$ cat config.mk
export PLATFORM = sky130hd
export DESIGN_NAME = rr_arbiter_3_flat
export DESIGN_NICKNAME = d
export VERILOG_FILES = /design/src/rtl/rr_arbiter_3_if.sv /design/src/rtl/rr_arbiter_3.sv /design/src/flat_wrapper.sv
export SDC_FILE = /design/constraint.sdc
export NUM_CORES = 1
export LEC_CHECK = 0
export ABC_AREA = 0
export BUFFER_PORTS_ARGS = -buffer_cell sky130_fd_sc_hd__buf_4
export CORE_ASPECT_RATIO = 1.2
export CORE_MARGIN = 4
export CORE_UTILIZATION = 50
export DETAILED_ROUTE_END_ITERATION = 10
export PLACE_DENSITY = 0.77
export SKIP_CTS_REPAIR_TIMING = 1
export SLEW_MARGIN = 20
export SYNTH_ARGS = -nofsm -noshare
export SYNTH_HDL_FRONTEND = slang
export SYNTH_SLANG_ARGS = --single-unit
$ cat constraint.sdc
create_clock -name sysclk -period 1.7 [get_ports sysclk]
set_input_delay 0.17 -clock sysclk [delete_from_list [all_inputs] [get_ports sysclk]]
set_output_delay 0.17 -clock sysclk [all_outputs]
set_load 0.005 [all_outputs]
$ cat src/rtl/rr_arbiter_3_if.sv
// ============================================================================
// Module   : rr_arbiter_3_if
// Purpose  : Request/grant bundle between three requesters and rr_arbiter_3.
// Revision : 1.0  initial release
// ============================================================================
`default_nettype none

interface rr_arbiter_3_if;
    logic [2:0] req_i;
    logic [2:0] gnt_o;
    logic [1:0] gnt_id_o;
    logic       busy_o;
    logic       timeout_o;

    modport master (
        output req_i,
        input  gnt_o,
        input  gnt_id_o,
        input  busy_o,
        input  timeout_o
    );

    modport slave (
        input  req_i,
        output gnt_o,
        output gnt_id_o,
        output busy_o,
        output timeout_o
    );
endinterface

`default_nettype wire

$ cat src/rtl/rr_arbiter_3.sv
// ============================================================================
// Module   : rr_arbiter_3
// Purpose  : Three-way round-robin arbiter with hold limit and turnaround cycle.
// Revision : 1.0  initial release
// ============================================================================
`default_nettype none

module rr_arbiter_3 #(
    parameter logic [2:0] REQ_POLARITY_MASK = 3'b000,
    parameter logic [7:0] MAX_HOLD          = 8'd16
) (
    input  wire logic       sysclk,
    input  wire logic       sys_rst_n,
    rr_arbiter_3_if.slave   bus
);

    localparam logic [1:0] c_IDLE      = 2'd0;
    localparam logic [1:0] c_GRANT     = 2'd1;
    localparam logic [1:0] c_RELEASE   = 2'd2;
    localparam logic [1:0] c_NO_ID     = 2'd3;
    localparam logic [7:0] c_HOLD_LAST = MAX_HOLD - 8'd1;

    logic [1:0] r_state;
    logic [2:0] r_gnt;
    logic [1:0] r_gnt_id;
    logic       r_busy;
    logic       r_timeout;
    logic [7:0] r_cnt;
    logic [1:0] r_last;

    logic [2:0] w_eff;
    logic       w_any;
    logic       w_found;
    logic [1:0] w_start;
    logic [2:0] w_idx;
    logic [1:0] w_win;
    logic       w_hold_req;

    logic [1:0] w_state_nxt;
    logic [2:0] w_gnt_nxt;
    logic [1:0] w_id_nxt;
    logic       w_timeout_nxt;
    logic [7:0] w_cnt_nxt;
    logic [1:0] w_last_nxt;

    assign w_eff      = bus.req_i ^ REQ_POLARITY_MASK;
    assign w_any      = |w_eff;
    assign w_hold_req = |(w_eff & r_gnt);

    // Round-robin search starting just after the previous winner.
    always_comb begin
        w_found = 1'b0;
        w_win   = 2'd0;
        w_idx   = 3'd0;
        w_start = (r_last >= 2'd2) ? 2'd0 : r_last + 2'd1;
        for (int k = 0; k < 3; k++) begin
            w_idx = {1'b0, w_start} + 3'(k);
            if (w_idx > 3'd2) begin
                w_idx = w_idx - 3'd3;
            end
            if (!w_found && w_eff[w_idx[1:0]]) begin
                w_found = 1'b1;
                w_win   = w_idx[1:0];
            end
        end
    end

    always_comb begin
        w_state_nxt   = r_state;
        w_gnt_nxt     = r_gnt;
        w_id_nxt      = r_gnt_id;
        w_timeout_nxt = 1'b0;
        w_cnt_nxt     = r_cnt;
        w_last_nxt    = r_last;
        case (r_state)
            c_IDLE, c_RELEASE: begin
                if (w_any) begin
                    w_state_nxt = c_GRANT;
                    w_gnt_nxt   = 3'b001 << w_win;
                    w_id_nxt    = w_win;
                    w_cnt_nxt   = 8'd0;
                    w_last_nxt  = w_win;
                end else begin
                    w_state_nxt = c_IDLE;
                    w_gnt_nxt   = 3'b000;
                    w_id_nxt    = c_NO_ID;
                end
            end
            c_GRANT: begin
                // A dropped request wins over an expiring hold: no timeout pulse.
                if (!w_hold_req) begin
                    w_state_nxt = c_RELEASE;
                    w_gnt_nxt   = 3'b000;
                    w_id_nxt    = c_NO_ID;
                end else if ((MAX_HOLD != 8'd0) && (r_cnt == c_HOLD_LAST)) begin
                    w_state_nxt   = c_RELEASE;
                    w_gnt_nxt     = 3'b000;
                    w_id_nxt      = c_NO_ID;
                    w_timeout_nxt = 1'b1;
                end else if (r_cnt != 8'hFF) begin
                    w_cnt_nxt = r_cnt + 8'd1;
                end
            end
            default: begin
                w_state_nxt = c_IDLE;
                w_gnt_nxt   = 3'b000;
                w_id_nxt    = c_NO_ID;
                w_cnt_nxt   = 8'd0;
            end
        endcase
    end

    always_ff @(posedge sysclk or negedge sys_rst_n) begin
        if (!sys_rst_n) begin
            r_state   <= c_IDLE;
            r_gnt     <= 3'b000;
            r_gnt_id  <= c_NO_ID;
            r_busy    <= 1'b0;
            r_timeout <= 1'b0;
            r_cnt     <= 8'd0;
            r_last    <= 2'd2;
        end else begin
            r_state   <= w_state_nxt;
            r_gnt     <= w_gnt_nxt;
            r_gnt_id  <= w_id_nxt;
            r_busy    <= (w_state_nxt == c_GRANT);
            r_timeout <= w_timeout_nxt;
            r_cnt     <= w_cnt_nxt;
            r_last    <= w_last_nxt;
        end
    end

    assign bus.gnt_o     = r_gnt;
    assign bus.gnt_id_o  = r_gnt_id;
    assign bus.busy_o    = r_busy;
    assign bus.timeout_o = r_timeout;

endmodule

`default_nettype wire

$ cat src/flat_wrapper.sv
// flat-port wrapper written by rule: the top's interface ports become plain ports
module rr_arbiter_3_flat 
#(
    parameter logic [2:0] REQ_POLARITY_MASK = 3'b000,
    parameter logic [7:0] MAX_HOLD          = 8'd16
)
  (sysclk, sys_rst_n, bus_req_i, bus_gnt_o, bus_gnt_id_o, bus_busy_o, bus_timeout_o);
  rr_arbiter_3_if bus_i ();
  input  wire logic sysclk;
  input  wire logic sys_rst_n;
  input wire logic [$bits(bus_i.req_i)-1:0] bus_req_i;
  output wire logic [$bits(bus_i.gnt_o)-1:0] bus_gnt_o;
  output wire logic [$bits(bus_i.gnt_id_o)-1:0] bus_gnt_id_o;
  output wire logic [$bits(bus_i.busy_o)-1:0] bus_busy_o;
  output wire logic [$bits(bus_i.timeout_o)-1:0] bus_timeout_o;
  assign bus_i.req_i = bus_req_i;
  assign bus_gnt_o = bus_i.gnt_o;
  assign bus_gnt_id_o = bus_i.gnt_id_o;
  assign bus_busy_o = bus_i.busy_o;
  assign bus_timeout_o = bus_i.timeout_o;
  rr_arbiter_3 #(.REQ_POLARITY_MASK(REQ_POLARITY_MASK), .MAX_HOLD(MAX_HOLD)) u_core (.sysclk(sysclk), .sys_rst_n(sys_rst_n), .bus(bus_i));
endmodule
==> flow_metrics.tcl <==
set metrics [dict create \
    outcome "finished, final reports clean" \
    period_share_pct 99.4 \
    drt_iter0_drc 32 \
    yosys.area.top_type "dfrtp_1" \
    grt_pass1_wl_mm 3.69 \
    postPlaceCellArea_um2 1180 \
    setup_viol_count_final 0 \
    grt_pass1_vias 851 \
    cts_tree "done" \
    path_class "reg2reg" \
    ys_ff_latch 19 \
    clkTransAtPathRegs_ns 0.10 \
    die_area_um2 2820 \
    synth_edf_count 0 \
    fillCellCount 157 \
    num_vias 881 \
    async_flop_share_pct 100 \
    required_ns 1.93 \
    drt-wirelength-per-cell_um 15.5 \
    floorplan.rows 17 \
    grtUsageTotal_pct 16.5 \
    powerDensity_nw_per_um2 1280 \
    yosysWarningCount 0 \
    synthTopCellsByArea "dfrtp_1, dfstp_2, a32o_1" \
    arrival_ns 1.92 \
    drv_cap 0 \
    cts_root_buffer "clkbuf_4" \
    avgSynthCellArea_um2 9.78 \
    synth_top_area_share_pct 39.4 \
    postSynthCellCount 104 \
    tightest_slew_ns 0.318 \
    ys_types 41 \
    area_delta_synth_final_pct 25.2 \
    maxSlewViolCount 0 \
    ir_drop_mv 0.715 \
    gp_congestion 0.841 \
    ant_nets 0 \
    fmax_mhz 592 \
    hold_class "in2reg" \
    cellLeakagePower_nw 0.534 \
    overflow 0 \
    clock_skew_ns 0.00310 \
    nNetsFinal 134 \
    die_x_um 49.2 \
    coreArea_um2 1890 \
    drt_wl_total_mm 2.26 \
    tns_ns 0 \
    initial_core_util_pct 53.7 \
    firstDrtPassIters 4 \
    hpwl_mm 1.54 \
    slew_headroom_pct 78.5 \
    grt_max_degree 20 \
    drive_above_1_share_pct 35.4 \
    syn-cell-area_um2 1020 \
    finalCriticalPeriod_ns 1.69 \
    ios 12 \
    synthFlopType "dfrtp_1" \
    grt_setup_unrepaired "true" \
    cts_buffers 3 \
    cp-start-kind "flop" \
    clock_path_buffers 2 \
    clock_latency_ns 0.29 \
    cp_max_fo 5 \
    drc_errors 0 \
    synth_nets 110 \
    clock_sinks 19 \
    setup.worst_path.end_class "flop" \
    hold_viol_final 0 \
    reg2reg_slack_ns 0.01 \
    ys_seq_area_share_pct 47.1 \
    die_h_um 57.4 \
    finalInstanceArea_um2 1270 \
    io_buffers 11 \
    diodes 0 \
    antenna_found_initial 0 \
    final_util_pct 67.3 \
    htreeDepth 1 \
    vias_per_cell 6.03 \
]
[state kept, by name (all words and copies together), names as in the netlist]
| signal | cells |
|---|---|
| u_core.r_cnt | 8 |
| u_core.bus.gnt_id_o | 2 |
| u_core.bus.gnt_o | 3 |
| u_core.bus.timeout_o | 1 |
| u_core.r_state | 2 |
| u_core.bus.busy_o | 1 |
| u_core.r_last | 2 |
[where the power goes]
part           leakage (nW)  total, mW  switching, mW  internal (mW)
Clock                0.0150      0.219          0.128         0.0911
Combinational         0.275      0.724          0.373          0.351
Sequential            0.244      0.692          0.101          0.590
[path summary, 6_finish.rpt]
kind / start / endpoint / cells past startpoint
setup / recovery: u_core.r_cnt[1] / u_core.r_cnt[5] / 6
hold / removal: bus_req_i[2] / u_core.r_last[1] / 3
setup reg to reg: u_core.r_cnt[1] / u_core.r_cnt[5] / 6
hold reg to reg: u_core.bus.gnt_id_o[1] / u_core.bus.gnt_id_o[1] / 2
max in group asynchronous: sys_rst_n / u_core.r_last[1] / 2
min in group asynchronous: sys_rst_n / u_core.r_cnt[7] / 2
[cells in the mapped netlist (2+ instances only)]
cell type	instances
o21ai_0	7
nor4_1	2
or3_1	3
nor2_1	9
nor2b_1	2
o21ai_1	3
dfstp_2	3
nand2_1	9
o22ai_1	2
nand3_1	2
nor3_1	2
dfrtp_1	16
a32o_1	4
a21oi_1	6
buf_6	2
and2_1	2
o211ai_2	2
inv_1	3
o21bai_1	2
and3_2	2
[kinds of logic (layout without fill, tap and decap cells)]
family / Yosys count / in the layout / synth area share, %
buf+inv: 9 / 32 / 5.66
fa+ha+maj: 1 / 1 / 1.23
simple gates: 39 / 39 / 19.8
compound gates: 33 / 33 / 23.5
flops: 19 / 19 / 47.1
xor+xnor: 2 / 2 / 1.72
mux: 1 / 1 / 0.984
[critical path, stage by stage, from the launching register on]
cell and delay [ns]:
dfrtp_1 0.42, ha_4 0.19, and3_4 0.18, a31oi_4 0.23, o211ai_4 0.13, or3_4 0.34, a21oi_2 0.13
[routing by layer]
layer / part of all wire [%] / global-route usage [%]
met3: 2.9 / 3.66
met4: 0.49 / 6.10
met2: 51 / 26.8
met5: 0 / 0
met1: 45 / 21.4
[per-stage QoR]
stage | instances | hold WS, ns | power, mW | worst slack, ns
after global placement | 138 | 0.0536 | 1.36 | 0.0239
after CTS | 142 | -0.273 | 1.61 | -0.0533
final | 146 | 0.192 | 1.64 | 0.0104
after global routing | 146 | 0.163 | 1.77 | -0.0732
after detailed placement | 138 | 0.0547 | 1.38 | -0.0507
after floorplan | 104 | -0.126 | 1.10 | 0.0221
[layout make-up]
cell class / instances / area [µm²] / share of cell area [%]
clock buffers: 4 / 26.3 / 2.06
multi-input cells: 76 / 542 / 42.5
inverters: 3 / 11.3 / 0.884
well taps: 19 / 23.8 / 1.87
repair buffers: 25 / 190 / 14.9
flip-flops and latches: 19 / 480 / 37.7
[layout by cell type, fill, tap and decap left out, drive strengths merged]
cell type    Yosys  routed
dlygate4sd3      0       1
a222oi           1       1
nand2            9       9
xnor2            1       1
ha               1       1
o22ai            2       2
a31oi            1       1
and4             1       1
dfrtp           16      16
o32a             1       1
nand4            1       1
mux2i            1       1
and3             3       3
nor2b            3       3
nor2             9       9
o21ai           11      11
o41ai            1       1
inv              3       3
dfstp            3       3
or2              1       1
buf              4      24
and2             2       2
nand3            2       2
nor3             2       2
nor4             2       2
a32o             4       4
or3              3       3
xor2             1       1
nand2b           1       1
o21bai           2       2
o211ai           2       2
a21oi            7       7
o31ai            1       1
clkbuf           2       4
No activity file was read; power rests on OpenSTA's default activity.
